## config.mk

```make
export PLATFORM = sky130hd
export DESIGN_NAME = c2f_write_assembler
export DESIGN_NICKNAME = d
export VERILOG_FILES = /design/src/rtl/c2f_write_assembler.sv
export SDC_FILE = /design/constraint.sdc
export NUM_CORES = 1
export LEC_CHECK = 0
export CORE_MARGIN = 4
export CORE_UTILIZATION = 60
export DETAILED_ROUTE_END_ITERATION = 12
export GPL_ROUTABILITY_DRIVEN = 0
export PLACE_DENSITY = 0.78
export SYNTH_ARGS = -nofsm -noshare
export SYNTH_HDL_FRONTEND = slang
export SYNTH_SLANG_ARGS = --single-unit
```

## constraint.sdc

```tcl
create_clock -name pcieClk_in -period 10 [get_ports pcieClk_in]
set_input_delay 1.5 -clock pcieClk_in [delete_from_list [all_inputs] [get_ports pcieClk_in]]
set_output_delay 1.5 -clock pcieClk_in [all_outputs]
set_load 0.005 [all_outputs]
```

## src/rtl/c2f_write_assembler.sv

```systemverilog
// Assembles C2F register-window writes (253 addr, 254 LSW, 255 MSW) into {addr, data} FIFO entries.
// Optional macro C2F_AUTOINC_EN: post-increment the target address after every MSW push.
module c2f_write_assembler #(
    parameter int ADDR_W     = 16,
    parameter int DEPTH_LOG2 = 3
) (
    input  logic                pcieClk_in,
    input  logic                pcieRst_in,
    input  logic                cpuWrValid_in,
    input  logic [7:0]          cpuWrReg_in,
    input  logic [31:0]         cpuWrData_in,
    output logic                cpuWrReady_out,
    output logic [ADDR_W-1:0]   c2fAddr_out,
    output logic [63:0]         c2fData_out,
    output logic                c2fValid_out,
    input  logic                c2fReady_in,
    output logic [DEPTH_LOG2:0] c2fCount_out
);
    localparam int DEPTH   = 1 << DEPTH_LOG2;
    localparam int ENTRY_W = ADDR_W + 64;

    localparam logic [7:0] REG_ADDR = 8'd253;
    localparam logic [7:0] REG_LSW  = 8'd254;
    localparam logic [7:0] REG_MSW  = 8'd255;

    localparam logic [DEPTH_LOG2:0]   COUNT_FULL = {1'b1, {DEPTH_LOG2{1'b0}}};
    localparam logic [DEPTH_LOG2:0]   COUNT_ONE  = (DEPTH_LOG2 + 1)'(1);
    localparam logic [DEPTH_LOG2-1:0] PTR_ONE    = DEPTH_LOG2'(1);
`ifdef C2F_AUTOINC_EN
    localparam logic [ADDR_W-1:0]     ADDR_ONE   = ADDR_W'(1);
`endif

    logic [ENTRY_W-1:0]    r_mem [DEPTH];
    logic [ADDR_W-1:0]     r_addrReg;
    logic [31:0]           r_lswReg;
    logic [DEPTH_LOG2-1:0] r_wrPtr;
    logic [DEPTH_LOG2-1:0] r_rdPtr;
    logic [DEPTH_LOG2:0]   r_count;

    logic                  w_full;
    logic                  w_nonEmpty;
    logic                  w_wrAccept;
    logic                  w_push;
    logic                  w_pop;
    logic [ENTRY_W-1:0]    w_head;

    // Ready depends only on the count register, so a full FIFO blocks every index alike.
    assign w_full         = (r_count == COUNT_FULL);
    assign w_nonEmpty     = (r_count != '0);
    assign cpuWrReady_out = !w_full;
    assign w_wrAccept     = cpuWrValid_in && !w_full;
    assign w_push         = w_wrAccept && (cpuWrReg_in == REG_MSW);
    assign w_pop          = w_nonEmpty && c2fReady_in;

    // Head is masked while empty so stale storage never leaks onto the outputs.
    assign w_head       = w_nonEmpty ? r_mem[r_rdPtr] : '0;
    assign c2fAddr_out  = w_head[ENTRY_W-1 -: ADDR_W];
    assign c2fData_out  = w_head[63:0];
    assign c2fValid_out = w_nonEmpty;
    assign c2fCount_out = r_count;

    always_ff @(posedge pcieClk_in) begin
        if (!pcieRst_in) begin
            r_addrReg <= '0;
            r_lswReg  <= '0;
        end else if (w_wrAccept) begin
            if (cpuWrReg_in == REG_ADDR) begin
                r_addrReg <= cpuWrData_in[ADDR_W-1:0];
            end
`ifdef C2F_AUTOINC_EN
            else if (cpuWrReg_in == REG_MSW) begin
                r_addrReg <= r_addrReg + ADDR_ONE;
            end
`endif
            if (cpuWrReg_in == REG_LSW) begin
                r_lswReg <= cpuWrData_in;
            end
        end
    end

    always_ff @(posedge pcieClk_in) begin
        if (pcieRst_in && w_push) begin
            r_mem[r_wrPtr] <= {r_addrReg, cpuWrData_in, r_lswReg};
        end
    end

    always_ff @(posedge pcieClk_in) begin
        if (!pcieRst_in) begin
            r_wrPtr <= '0;
            r_rdPtr <= '0;
            r_count <= '0;
        end else begin
            if (w_push) begin
                r_wrPtr <= r_wrPtr + PTR_ONE;
            end
            if (w_pop) begin
                r_rdPtr <= r_rdPtr + PTR_ONE;
            end
            case ({w_push, w_pop})
                2'b10:   r_count <= r_count + COUNT_ONE;
                2'b01:   r_count <= r_count - COUNT_ONE;
                default: r_count <= r_count;
            endcase
        end
    end

endmodule

```

==> impl_metrics.py <==
metrics = {
    "synth": {
        "synth_edf_count": 640,
        "synth.mux.area_fraction_pct": 17.2,
        "syn_area_per_cell_um2": 20.4,
        "synth_xor_area_share_pct": 0.131,
        "synthTopCellsByArea": "edfxtp_1 72%, mux4_2 14%, dfxtp_1 4.6%, mux2i_1 3.7%, nor2_1 1.3%",
        "synth_top_family_by_area": "multiplexers",
        "synth_cells": 1311,
        "yosysTopAreaCell": "edfxtp_1",
        "seq_area_frac_synth_pct": 76.6,
        "synthAdderAreaFrac_pct": 0.309,
        "yosys.area_share.simple_pct": 3.71,
        "yosys_warnings": 0,
        "synth_top_flop_cell": "edfxtp_1",
        "synthArstFlopShare_pct": 0,
        "synth_top_cell_area_share_pct": 72.0,
        "synth-compound-area-share_pct": 0.792,
        "synth.net_count": 1361,
        "synthesis.area_mm2": 0.0267,
        "ys_seq_elements": 701,
        "synth_cell_types": 35,
    },
    "sta": {
        "maxSlewHeadroom_pct": 27.4,
        "setup_tns_ns": 0,
        "finalHoldViolCount": 0,
        "fmax_mhz": 198,
        "worst_slew_pin_slew_ns": 1.09,
        "rsz0062_at_grt": "false",
        "min_period_ns": 5.05,
        "finalCritPeriodShare_pct": 50.5,
        "setup_violations": 0,
        "skew_ns": 0.0250,
        "holdWs_ns": 0.532,
        "maxSlewViolCount": 0,
        "worst_slack_ns": 4.95,
    },
    "critical_path": {
        "ff2ff_path_depth": 6,
        "critPathMaxStageDelay_ns": 0.78,
        "start_kind": "flop",
        "crit_required_ns": 8.50,
        "slowest_stage": "buf_4",
        "critPathMaxFanout": 44,
        "criticalPathCategory": "flop to output pin",
        "arrival_ns": 3.55,
        "crit_path_end_kind": "output pin",
        "crit_chain": "buf_4 > mux4_2 > mux2i_1 > nor2_1 > clkdlybuf4s50_1",
    },
    "floorplan": {
        "dieArea_mm2": 0.0479,
        "fp-row-count": 77,
        "coreArea_mm2": 0.0441,
        "io_pins": 130,
        "die_y_um": 219,
        "dieWidth_um": 219,
        "start_util_pct": 60.5,
    },
    "place": {
        "placed_cells": 1983,
        "placement.io_buffers": 129,
        "dpl_worst_slack_ns": 5.14,
        "post_dp_cell_area_mm2": 0.0287,
        "hpwlAfterDp_mm": 29.1,
    },
    "cells_and_area": {
        "area_growth_pct": 15.6,
        "layout-drive-gt1-share_pct": 20.2,
        "stdcell_area_mm2": 0.0308,
        "fillerInstances": 2719,
        "n_antenna_cell": 0,
        "final_cell_mix": "640 x edfxtp_1, 160 x mux4_2, 128 x clkdlybuf4s50_1",
        "final_common_cell": "edfxtp_1",
        "utilization_pct": 69.9,
        "stdcell_count": 2106,
        "fin_nets": 1511,
    },
    "clock_tree": {
        "htree_levels": 3,
        "cts_buffer_depth": 3,
        "ctsHoldBuffers": 0,
        "cts_made_buffers": 68,
        "cts_setup_buffers": 0,
        "clock-root-buffer": "clkbuf_16",
        "clock_latency_ns": 0.59,
        "cts_resized": 0,
        "cts_sinks": 701,
        "clkTransAtPathRegs_ns": 0.07,
        "cts_tree": "yes",
    },
    "worst_hold_path": {
        "hold_class": "flop to flop",
        "holdPathStages": 2,
    },
    "global_routing": {
        "grt_max_degree": 95,
        "antenna_found_initial": 2,
        "grt_first_pass_wirelength_mm": 85.4,
        "first_global_vias": 13800,
        "overflow": 0,
        "track_usage_pct": 24.0,
    },
    "power": {
        "p_leak_nw": 9.02,
        "p_total_mw": 5.69,
        "p_int_mw": 4.63,
        "p_per_area_mw_per_mm2": 185,
        "switching_share_pct": 18.7,
        "clkPwrFrac_pct": 43.4,
        "switchingPower_mw": 1.07,
        "pwr-share-seq_pct": 55.6,
        "p_comb_share_pct": 1.0,
        "vdd_drop_max_v": 0.000133,
    },
    "outcome": {
        "status": "finished, final reports clean",
    },
    "detailed_routing": {
        "ant_nets": 0,
        "vias_per_cell": 6.21,
        "wirelength_mm": 55.9,
        "wl_per_cell_um": 26.5,
        "dr_total_vias": 13100,
        "drc": 0,
        "drtIter0Drc": 1485,
        "firstDrtPassIters": 5,
    },
    "job": {
        "drv_cap": 0,
    },
}
## worst max-delay path: cells and delay by family, from the launching register on
family                 cells  cell delay (ns)
AND/OR/NAND/NOR            1             0.09
multiplexers               2             0.89
buffers and inverters      2             1.24
flip-flops                 1             0.69
## cell type report
class	instances	area [um2]	area share, %
sequential	701	20500	66.3
multi-input combinational	529	5950	19.3
clock buffer	102	2050	6.63
timing repair buffer	154	1490	4.83
tap	592	741	2.40
clock inverter	21	138	0.446
inverter	7	26.3	0.0852
## power by group through the flow
stage / clock network, mW / logic [mW] / registers, mW
final: 2.47 / 0.0554 / 3.17
after global routing: 2.64 / 0.0595 / 3.16
after CTS: 2.51 / 0.0550 / 3.17
after detailed placement: 0 / 0.0547 / 3.23
after global placement: 0 / 0.0523 / 3.23
after floorplan: 0 / 0.0138 / 3.23
## metal layers
layer  wire length, um  GRT usage [%]  part of all wire, %  up-vias
met4               955           6.17                  1.7        4
met1             22800           35.2                   41     6843
li1                  -              -                    -     5582
met5                27              0                0.048        -
met2             27600           38.1                   49      564
met3              4450           4.71                  8.0       80
## flip-flops by register name, summed over array words and instances, names as in the netlist, named ones only
| register | cells |
|---|---|
| c2fCount_out | 4 |
| r_addrReg | 16 |
| r_lswReg | 32 |
| r_mem | 640 |
| r_rdPtr | 3 |
| r_wrPtr | 3 |
## path summary, 6_finish.rpt
path                                                   start                      to  slack [ns]
worst max register to register  c2fCount_out[1]$_SDFFE_PN0P_  r_mem[7][65]$_DFFE_PP_        6.73
worst max-delay path                                    flop         c2fData_out[46]        4.95
worst min-delay path                 r_rdPtr[2]$_SDFFE_PN0P_                    flop        0.53
worst min register to register       r_rdPtr[2]$_SDFFE_PN0P_                    flop        0.53
## logic make-up after synthesis
kind of cell / after synthesis
AO/OA/AOI/OAI: 41
XOR/XNOR: 4
adder cells (fa/ha/maj): 6
buffers and inverters: 81
flip-flops: 701
multiplexers: 258
AND/OR/NAND/NOR: 220
## synthesized netlist by cell type (3+ instances only)
master and count:
mux2i_1 98, nor2_1 92, clkbuf_1 41, inv_1 5
nor3_1 7, ha_1 5, o21ai_0 28, nand2_1 68
buf_2 20, nand3_1 38, dfxtp_1 61, buf_1 11
a21oi_1 5, xor2_1 3, mux4_2 160, o21ai_1 5
edfxtp_1 640
No activity file was read; power rests on OpenSTA's default activity.
